## src/rtl/pulse_meter_pkg.sv

```systemverilog
// Shared definitions for the pulse width meter: state encoding, default width, saturation limit.
package pulse_meter_pkg;

  typedef enum logic [1:0] {
    IDLE    = 2'b00,
    ARMED   = 2'b01,
    MEASURE = 2'b10,
    DONE    = 2'b11
  } state_e;

  localparam int DEFAULT_WIDTH = 8;

  function automatic logic [31:0] cnt_max(input int w);
    return (32'd1 << w) - 32'd1;
  endfunction

  localparam logic [31:0] CNT_MAX = cnt_max(DEFAULT_WIDTH);

endpackage

```

## src/rtl/pulse_width_meter_edge_sync.sv

```systemverilog
// Sampling front end for sig: optional 2-flop synchronizer (PULSE_METER_SYNC_EN),
// one-cycle delayed copy sig_q and rising-edge detect.
module edge_sync (
  input  logic clk,
  input  logic rst,
  input  logic sig,
  output logic sig_s,
  output logic rise
);

  logic sig_q, sig_d;

`ifdef PULSE_METER_SYNC_EN
  logic [1:0] sync_q, sync_d;

  always_comb sync_d = {sync_q[0], sig};

  always_ff @(posedge clk or posedge rst) begin
    if (rst) sync_q <= 2'b00;
    else     sync_q <= sync_d;
  end

  assign sig_s = sync_q[1];
`else
  assign sig_s = sig;
`endif

  // sig_q tracks sig_s in every state so a pulse already high at arm time never looks like an edge
  always_comb sig_d = sig_s;

  always_ff @(posedge clk or posedge rst) begin
    if (rst) sig_q <= 1'b0;
    else     sig_q <= sig_d;
  end

  assign rise = sig_s & ~sig_q;

endmodule

```

## src/rtl/pulse_width_meter.sv

```systemverilog
// Measures the high-pulse width of sig in clk cycles, saturating at 2^WIDTH-1 with ovf.
// Build option: PULSE_METER_SYNC_EN adds a 2-flop synchronizer on sig (+2 cycles latency).
module pulse_width_meter
  import pulse_meter_pkg::*;
#(
  parameter int WIDTH = DEFAULT_WIDTH
) (
  input  logic             clk,
  input  logic             rst,
  input  logic             arm,
  input  logic             sig,
  input  logic             ack,
  output logic [WIDTH-1:0] count,
  output logic             valid,
  output logic             busy,
  output logic             ovf
);

  localparam logic [WIDTH-1:0] SAT = WIDTH'(cnt_max(WIDTH));

  logic   sig_s, rise;
  state_e state_q, state_d;
  logic [WIDTH-1:0] count_q, count_d;
  logic   ovf_q, ovf_d;

  edge_sync u_edge_sync (
    .clk   (clk),
    .rst   (rst),
    .sig   (sig),
    .sig_s (sig_s),
    .rise  (rise)
  );

  always_comb begin
    state_d = state_q;
    count_d = count_q;
    ovf_d   = ovf_q;
    case (state_q)
      IDLE: begin
        if (arm) begin
          state_d = ARMED;
          count_d = '0;
          ovf_d   = 1'b0;
        end
      end
      ARMED: begin
        if (arm) begin
          count_d = '0;
          ovf_d   = 1'b0;
        end else if (rise) begin
          state_d = MEASURE;
          count_d = WIDTH'(1);
        end
      end
      MEASURE: begin
        // Restart wins over both counting and end-of-pulse
        if (arm) begin
          state_d = ARMED;
          count_d = '0;
          ovf_d   = 1'b0;
        end else if (sig_s) begin
          if (count_q == SAT) ovf_d = 1'b1;
          else                count_d = count_q + WIDTH'(1);
        end else begin
          state_d = DONE;
        end
      end
      DONE: begin
        if (ack) state_d = IDLE;
      end
      default: state_d = IDLE;
    endcase
  end

  always_ff @(posedge clk or posedge rst) begin
    if (rst) begin
      state_q <= IDLE;
      count_q <= '0;
      ovf_q   <= 1'b0;
    end else begin
      state_q <= state_d;
      count_q <= count_d;
      ovf_q   <= ovf_d;
    end
  end

  assign count = count_q;
  assign ovf   = ovf_q;
  assign valid = (state_q == DONE);
  assign busy  = (state_q == ARMED) || (state_q == MEASURE);

endmodule

```

## config.mk

```make
export PLATFORM = sky130hd
export DESIGN_NAME = pulse_width_meter
export DESIGN_NICKNAME = d
export VERILOG_FILES = /design/src/rtl/pulse_meter_pkg.sv /design/src/rtl/pulse_width_meter_edge_sync.sv /design/src/rtl/pulse_width_meter.sv
export SDC_FILE = /design/constraint.sdc
export NUM_CORES = 1
export LEC_CHECK = 0
export ABC_CLOCK_PERIOD_IN_PS = 3300
export CAP_MARGIN = 0
export CORE_ASPECT_RATIO = 1.4
export CORE_MARGIN = 3
export CORE_UTILIZATION = 25
export CTS_CLUSTER_SIZE = 8
export DETAILED_ROUTE_END_ITERATION = 8
export PLACE_DENSITY = 0.55
export SYNTH_ARGS = -nofsm -noshare
export SYNTH_HDL_FRONTEND = slang
export SYNTH_SLANG_ARGS = --single-unit
```

## constraint.sdc

```tcl
create_clock -name clk -period 3.3 [get_ports clk]
set_input_delay 0.66 -clock clk [delete_from_list [all_inputs] [get_ports clk]]
set_output_delay 0.66 -clock clk [all_outputs]
set_load 0.005 [all_outputs]
```

==> key figures, run 1 <==
Worst setup path
  – Critical Path, Cell by Cell: inv_1 -> ha_1 -> clkdlybuf4s50_1
  – Critical path arrival: 1.77 ns
  – Worst reg2reg endpoint: count[0]
  – Max Fanout on Critical Path: 7
  – CP Data Required Time: 2.64 ns
  – Setup CP Type: reg2out
  – Critical Path Max Stage Delay: 0.55 ns
  – Worst R2R Path Depth: 6
  – Crit path max-delay cell type: clkdlybuf4s50_1
  – Type of origin of the critical path: register
  – Reg2Reg Setup Slack: 1.10 ns
  – Setup crit end kind: output port
  – Critical path launch point: state_q[1]
  – R2r startpoint: state_q[0]
  – End of the critical path: busy

Power
  – Leak: 0.000438 µW
  – Maximum VDD drop: 0.409 mV
  – Comb power frac: 50.3%
  – Part of the power in registers: 26.7%
  – Psw: 289 µW
  – Switch share: 39.9%
  – Pwr/cell area: 683 mW/mm²
  – Power Total: 723 µW
  – Clock share of power: 23.0%
  – Cell Int Power: 434 µW

Die
  – Full die area: 0.00396 mm²
  – Starting density of the core: 27.2%
  – Chip width: 54.0 µm
  – Ports: 16
  – Row count: 23
  – Core ar.: 0.00296 mm²
  – Die height: 73.2 µm

Clock network
  – Clock buffer depth: 2
  – CTS resizes: 0
  – Postcts setup bufs: 0
  – Clock transition at path regs: 0.06 ns
  – CTS tree: yes
  – TritonCTS Sinks: 12
  – Htree depth: 1
  – Clock Tree Root: clkbuf_8
  – Hold Buf Count CTS: 0
  – Clk Latency, worst-skew pair: 0.25 ns
  – Num CTS Buffers: 3

Worst hold path
  – Worst Hold Class: reg2reg

STA
  – Slew Viols, Final: 0
  – RSZ-0062 raised after global routing: no
  – Count of final setup violators: 0
  – Worst Tran Pin Value: 0.547 ns
  – Final min period: 2.43 ns
  – Final worst slack: 0.865 ns
  – Rel. slew slack: 63.3%
  – Peak Freq: 411 MHz
  – Min Hold Slack: 0.535 ns
  – Setup TNS: 0 ns
  – Fin. Hold Viols: 0
  – Worst clock skew: 0.000570 ns
  – Final worst path period share: 73.8%

Detailed routing
  – Wire per inst: 13.8 µm
  – Number of DRC markers in iteration 0: 24
  – Drt total wl: 2020 µm
  – Detailed-route DRC error count: 0
  – Routed Antenna Nets: 0
  – First-pass DRT Iterations: 4
  – Post-DR vias/cell: 5.20
  – DR vias: 759

Logic synthesis
  – Netlist Area Pre-Place: 807 µm²
  – Syn Nets: 101
  – Yosys reg bits: 12
  – Avg Inst Size Synth: 8.97 µm²
  – Top-area cell type share of the netlist area: 37.2%
  – Post-synthesis cell type count: 35
  – Area leader, netlist: dfrtp_1
  – Top post-synthesis cells by area: dfrtp_1, ha_1, inv_1
  – Syn. warnings: 0
  – Register area share after synthesis: 37.2%
  – Number of flops mapped to enable cells by yosys: 0
  – Main flop type after synthesis: dfrtp_1
  – Cell count after synthesis: 90
  – Ys async rst share: 100%

Placement
  – Hpwl dp: 1470 µm
  – GPL Wtd Cong: 0.886
  – Port bufs: 15
  – Dpl ws: 0.735 ns
  – Placed insts: 142

Global route
  – Global-route wire length before repair: 3350 µm
  – Gr usage total: 11.5%
  – Number of global-route vias before repair: 722
  – Global route overflow: 0
  – Pin count of the biggest net entering global routing: 13
  – Initial antenna violation count: 0

Run
  – MaxCap Viol Count: 0

Layout
  – Share of cells above drive strength 1: 8.26%
  – Synthesis-to-layout area growth: 31.2%
  – Final net count: 121
  – Inserted Diodes: 0
  – Non-Filler Instances: 146

Status
  – Status: complete, no violations
-- cells in the mapped netlist (2+ instances only) --
| master | n |
|---|---|
| o21ai_0 | 3 |
| nand2_1 | 5 |
| dfrtp_1 | 12 |
| nor3_1 | 4 |
| nor2_1 | 4 |
| a21oi_1 | 7 |
| inv_1 | 11 |
| nand3_1 | 6 |
| and3_1 | 2 |
| nand2b_1 | 2 |
| a31oi_1 | 5 |
| ha_1 | 6 |
-- state kept, by name, indices dropped and copies added (netlist names) --
register           cells
u_edge_sync.sig_q      1
ovf                    1
count                  8
state_q                2
-- worst max-delay path, delay by kind of cell (launching register included) --
kind / cells / cell delay, ns
adder cells (fa/ha/maj): 1 / 0.42
buffers and inverters: 2 / 0.65
flip-flops: 1 / 0.46
-- cell families after synthesis --
family / after synthesis / share of synthesized area [%]
buffers and inverters: 11 / 5.12
AO/OA/AOI/OAI: 27 / 23.9
adder cells (fa/ha/maj): 6 / 9.30
flip-flops: 12 / 37.2
multiplexers: 2 / 2.64
AND/OR/NAND/NOR: 32 / 21.9
-- placed cells by master (no fill, tap or decap) --
cell	count
a211o_1	1
a211oi_1	1
a21oi_1	7
a222oi_1	1
a31oi_1	5
a31oi_2	1
a32oi_1	1
and2b_1	1
and3_1	2
and3b_2	1
clkbuf_8	4
clkdlybuf4s50_1	15
dfrtp_1	12
ha_1	6
inv_1	11
mux2_2	1
mux2i_1	1
nand2_1	5
nand2b_1	2
nand3_1	6
nand3b_1	1
nand4_1	1
nor2_1	4
nor3_1	4
nor3b_1	1
nor4_1	1
o211a_4	1
o211ai_1	1
o21ai_0	3
o21ai_1	1
o22ai_1	1
o2bb2ai_1	1
o31ai_1	1
o32a_2	1
or2_1	1
or2b_1	1
or3b_1	1
-- through the flow --
step | area [µm²] | utilization (%)
finish | 1060 | 35.7
global route | 1060 | 35.7
CTS | 1060 | 35.7
detailed placement | 1000 | 33.9
global placement | 1000 | 33.9
floorplan | 807 | -
-- worst min path at each step --
stage,start,end,slack [ns],cells after the start
finish,ovf,ovf,0.53,2
global route,count[1],count[1],0.59,2
CTS,ovf,ovf,0.55,2
detailed placement,ovf,ovf,0.53,2
global placement,ovf,ovf,0.53,2
floorplan,ovf,ovf,0.51,2
-- final cells by class --
type	count	area [µm²]
multi-input combinational	67	465
clock buffer	4	55.1
inverter	11	41.3
sequential	12	300
fill	320	1910
timing repair buffer	15	150
tap	37	46.3
-- routing by layer --
layer	global-route usage [%]	routed length (µm)
met4	6.65	50
met1	14.4	896
met2	18.1	979
met3	1.84	96
met5	0	0
-- power groups by stage --
stage | Clock (µW) | Combinational [µW] | Sequential (µW)
floorplan | 0 | 257 | 188
global placement | 0 | 360 | 193
detailed placement | 0 | 365 | 195
CTS | 171 | 367 | 192
global route | 177 | 406 | 195
finish | 167 | 363 | 193
Note: power is estimated with default switching activity, not from simulation.
==> run 2: changes to the inputs <==
--- a/config.mk
+++ b/config.mk
@@ -5,14 +5,14 @@
 export SDC_FILE = /design/constraint.sdc
 export NUM_CORES = 1
 export LEC_CHECK = 0
-export ABC_CLOCK_PERIOD_IN_PS = 3300
+export ABC_CLOCK_PERIOD_IN_PS = 2200
 export CAP_MARGIN = 0
 export CORE_ASPECT_RATIO = 1.4
 export CORE_MARGIN = 3
 export CORE_UTILIZATION = 25
 export CTS_CLUSTER_SIZE = 8
 export DETAILED_ROUTE_END_ITERATION = 8
-export PLACE_DENSITY = 0.55
+export PLACE_DENSITY = 0.56
 export SYNTH_ARGS = -nofsm -noshare
 export SYNTH_HDL_FRONTEND = slang
 export SYNTH_SLANG_ARGS = --single-unit
==> constraint.sdc (replaced) <==
create_clock -name clk -period 2.2 [get_ports clk]
set_input_delay 0.44 -clock clk [delete_from_list [all_inputs] [get_ports clk]]
set_output_delay 0.44 -clock clk [all_outputs]
set_load 0.005 [all_outputs]
==> key figures, run 2 (synthesis gave the netlist of run 1 again) <==
Worst setup path
  – Worst R2R Path Depth: 6
  – Type of origin of the critical path: register
  – Critical path arrival: 1.65 ns
  – Setup crit end kind: output port
  – Setup CP Type: reg2out
  – CP Data Required Time: 1.76 ns
  – Max Fanout on Critical Path: 7
  – Reg2Reg Setup Slack: 0.34 ns

Die
  – Chip width: 54.0 µm
  – Core ar.: 0.00296 mm²
  – Row count: 23
  – Starting density of the core: 27.2%
  – Ports: 16
  – Full die area: 0.00396 mm²
  – Die height: 73.2 µm

Detailed routing
  – Number of DRC markers in iteration 0: 23
  – M1 WL: 835 µm
  – Wire per inst: 14.0 µm
  – Routed Antenna Nets: 0
  – DR vias: 786
  – Drt total wl: 2140 µm
  – First-pass DRT Iterations: 4
  – Post-DR vias/cell: 5.17
  – Wire length on met2: 1170 µm
  – Detailed-route DRC error count: 0
  – Uppermost layer routed: met4
  – Met3 wire len: 80 µm

Layout
  – Non-Filler Instances: 152
  – Inserted Diodes: 0
  – Share of cells above drive strength 1: 15.7%
  – Multi-input combinational cell area: 468 µm²
  – Final net count: 127
  – FF/Latch Area: 303 µm²
  – Most frequent cells in the layout: clkdlybuf4s50_1, inv_1, dfrtp_1
  – Fillers: 301
  – Most common cell after layout, fill and taps aside: clkdlybuf4s50_1
  – Synthesis-to-layout area growth: 37.4%
  – Number of flip-flops in the largest register: 8

Clock network
  – Clock transition at path regs: 0.06 ns
  – Htree depth: 1
  – Num CTS Buffers: 3
  – Clock buffer depth: 2
  – TritonCTS Sinks: 12
  – Clock Tree Root: clkbuf_8
  – Postcts setup bufs: 0
  – Clk Latency, worst-skew pair: 0.25 ns
  – CTS tree: yes

Placement
  – Placed insts: 148
  – GPL Wtd Cong: 0.883
  – Hpwl dp: 1590 µm
  – Port bufs: 15

STA
  – Peak Freq: 479 MHz
  – Worst Tran Pin Value: 0.480 ns
  – Setup TNS: 0 ns
  – Final worst path period share: 94.9%
  – RSZ-0062 raised after global routing: no
  – Slew Viols, Final: 0
  – Fin. Hold Viols: 0
  – Count of final setup violators: 0
  – Final min period: 2.09 ns
  – Worst clock skew: 0.00439 ns
  – Rel. slew slack: 67.9%

Power
  – Pwr/cell area: 1060 mW/mm²
  – Leak: 0.000463 µW
  – Maximum VDD drop: 0.615 mV

Global route
  – Global route overflow: 0
  – Global-route wire length before repair: 3680 µm
  – Initial antenna violation count: 0
  – Pin count of the biggest net entering global routing: 13
  – Gr usage total: 12.8%
  – Number of global-route vias before repair: 836

Status
  – Status: complete, no violations

Run
  – MaxCap Viol Count: 0

Worst hold path
  – Worst Hold Class: in2async
-- run 2: cell count changes in the layout (fill, tap and decap cells not counted), sizes merged --
cell and delta:
buf +6
-- run 2: per-layer routing --
metal	vias to the layer above	GRT usage, %
li1	385	-
met1	375	14.2
met2	21	22.0
met3	5	2.45
met4	0	7.48
met5	-	0
-- run 2: final cells by class --
class | count | share of cell area [%]
Tap cell | 37 | 4.18
Sequential cell | 12 | 27.3
Timing Repair Buffer | 21 | 17.6
Inverter | 11 | 3.72
Clock buffer | 4 | 4.97
Multi-Input combinational cell | 67 | 42.2
-- run 2: final timing paths --
path,end,start
worst max-delay path,busy,state_q[0]
worst min-delay path,u_edge_sync.sig_q,rst
worst max register to register,count[0],state_q[0]
worst min register to register,state_q[1],state_q[1]
max in group asynchronous,state_q[1],rst
min in group clk,state_q[1],state_q[1]
-- run 2: worst max-delay path: stages, from the launching register on --
cell             delay [ns]
dfrtp_2                0.41
inv_1                  0.08
ha_2                   0.39
clkdlybuf4s50_1        0.52
-- run 2: per-stage QoR --
| stage | hold WS [ns] | total power [µW] | utilization, % | worst slack, ns | instance area, µm² |
|---|---|---|---|---|---|
| after floorplan | 0.305 | 667 | - | 0.257 | 807 |
| after global placement | 0.531 | 903 | 35.4 | 0.0921 | 1050 |
| after detailed placement | 0.538 | 911 | 35.4 | 0.0500 | 1050 |
| after CTS | 0.543 | 1170 | 37.2 | 0.0103 | 1100 |
| after global routing | 0.567 | 1280 | 37.4 | 0.0309 | 1110 |
| final | 0.503 | 1180 | 37.4 | 0.112 | 1110 |
-- run 2: report_power, final --
part	switching [µW]	total, µW	leakage [µW]	internal (µW)
combinational	333	639	0.000276	306
sequential	38.8	291	0.000158	252
clock	91.2	250	0.0000288	159
-- run 2: repair_timing --
item,4_1_cts,5_1_grt
endpoints found under the setup margin,0,1
hold buffers,0,0
gates resized for setup,0,3
==> run 3: changes to the inputs <==
--- a/config.mk
+++ b/config.mk
@@ -13,6 +13,7 @@
 export CTS_CLUSTER_SIZE = 8
 export DETAILED_ROUTE_END_ITERATION = 8
 export PLACE_DENSITY = 0.56
+export RECOVER_POWER = 25
 export SYNTH_ARGS = -nofsm -noshare
 export SYNTH_HDL_FRONTEND = slang
 export SYNTH_SLANG_ARGS = --single-unit
==> key figures, run 3 (synthesis gave the netlist of run 1 again) <==
Clock network
  – Clock buffer depth: 2
  – Num CTS Buffers: 3
  – Htree depth: 1
  – Clk Latency, worst-skew pair: 0.25 ns
  – TritonCTS Sinks: 12
  – CTS tree: yes
  – Clock transition at path regs: 0.05 ns
  – Postcts setup bufs: 0
  – Clock Tree Root: clkbuf_8

Layout
  – Final net count: 127
  – Inserted Diodes: 0
  – Final Instance Area: 0.00111 mm²
  – Share of cells above drive strength 1: 15.7%
  – Finished Core Util: 37.4%
  – Synthesis-to-layout area growth: 37.4%
  – Most frequent cells in the layout: clkdlybuf4s50_1, inv_1, dfrtp_1
  – Most common cell after layout, fill and taps aside: clkdlybuf4s50_1
  – Fillers: 301
  – Number of flip-flops in the largest register: 8

Worst setup path
  – Critical path launch point: state_q[0]
  – Crit path max-delay cell type: clkdlybuf4s50_1
  – CP delay by family, top: buffers and inverters
  – Reg2Reg Setup Slack: 0.34 ns
  – WP depth: 3
  – R2r startpoint: state_q[0]
  – CP Data Required Time: 1.76 ns
  – Worst reg2reg endpoint: count[0]
  – End of the critical path: busy
  – Setup CP Type: reg2out
  – Worst R2R Path Depth: 6
  – Setup crit end kind: output port
  – CP bufs+invs: 2
  – Critical Path Max Stage Delay: 0.52 ns
  – Max Fanout on Critical Path: 7
  – Type of origin of the critical path: register
  – Critical Path, Cell by Cell: inv_1 -> ha_2 -> clkdlybuf4s50_1
  – Critical path arrival: 1.65 ns

Global route
  – Number of global-route vias before repair: 836
  – Global route overflow: 0
  – Global-route wire length before repair: 3680 µm
  – Pin count of the biggest net entering global routing: 13
  – Initial antenna violation count: 0
  – Gr usage total: 12.8%

Die
  – Die height: 73.2 µm
  – Core ar.: 0.00296 mm²
  – Chip width: 54.0 µm
  – Row count: 23
  – Full die area: 0.00396 mm²
  – Starting density of the core: 27.2%
  – Ports: 16

Detailed routing
  – Wire length on met2: 1170 µm
  – Uppermost layer routed: met4
  – Post-DR vias/cell: 5.17
  – Wire per inst: 14.0 µm
  – Number of DRC markers in iteration 0: 23
  – First-pass DRT Iterations: 4
  – DR vias: 786
  – Met3 wire len: 80 µm
  – Detailed-route DRC error count: 0
  – M1 WL: 835 µm
  – Drt total wl: 2140 µm
  – Routed Antenna Nets: 0

Power
  – Maximum VDD drop: 0.615 mV
  – Leak: 0.000463 µW
  – Pwr/cell area: 1060 mW/mm²

STA
  – Rel. slew slack: 68.0%
  – Peak Freq: 479 MHz
  – RSZ-0062 raised after global routing: no
  – Final worst slack: 0.112 ns
  – Slew Viols, Final: 0
  – Worst Tran Pin Value: 0.480 ns
  – Setup TNS: 0 ns
  – Final worst path period share: 94.9%
  – Worst clock skew: 0.00439 ns
  – Fin. Hold Viols: 0
  – Count of final setup violators: 0
  – Min Hold Slack: 0.533 ns
  – Final min period: 2.09 ns

Worst hold path
  – Worst Hold Class: reg2reg

Placement
  – Hpwl dp: 1590 µm
  – Placed Area: 0.00105 mm²
  – GPL Wtd Cong: 0.883
  – Dpl ws: 0.0500 ns
  – Port bufs: 15

Status
  – Status: complete, no violations

Run
  – MaxCap Viol Count: 0
-- run 3: what timing repair did --
action                                  in CTS  in global routing
hold buffers                                 0                  0
gates resized for setup                      0                  3
endpoints found under the setup margin       0                  1
-- run 3: where the power goes --
group	total [µW]	switching, µW	internal (µW)	leakage (µW)
combinational	638	333	305	0.000276
clock	250	91.2	159	0.0000288
sequential	291	38.8	252	0.000158
-- run 3: area by class of cell --
class,instances,area (µm²),area share [%]
multi-input cells,67,468,42.2
flip-flops and latches,12,303,27.3
repair buffers,21,195,17.6
clock buffers,4,55.1,4.97
well taps,37,46.3,4.18
inverters,11,41.3,3.72
-- run 3: stage by stage --
step                cells  total power [µW]
floorplan              90               667
global placement      148               903
detailed placement    148               911
CTS                   152              1170
global route          152              1280
finish                152              1180
-- run 3: how the worst min path moves through the flow --
stage | slack (ns) | depth (start not counted) | from | endpoint
finish | 0.53 | 1 | state_q[1] | state_q[1]
global route | 0.57 | 1 | state_q[1] | state_q[1]
CTS | 0.54 | 2 | rst | u_edge_sync.sig_q
detailed placement | 0.54 | 2 | ovf | ovf
global placement | 0.53 | 2 | ovf | ovf
floorplan | 0.30 | 1 | rst | count[0]
-- run 3: metal layers --
metal	vias up	GRT usage, %
li1	385	-
met1	375	14.2
met4	0	7.48
met2	21	22.0
met3	5	2.45
met5	-	0
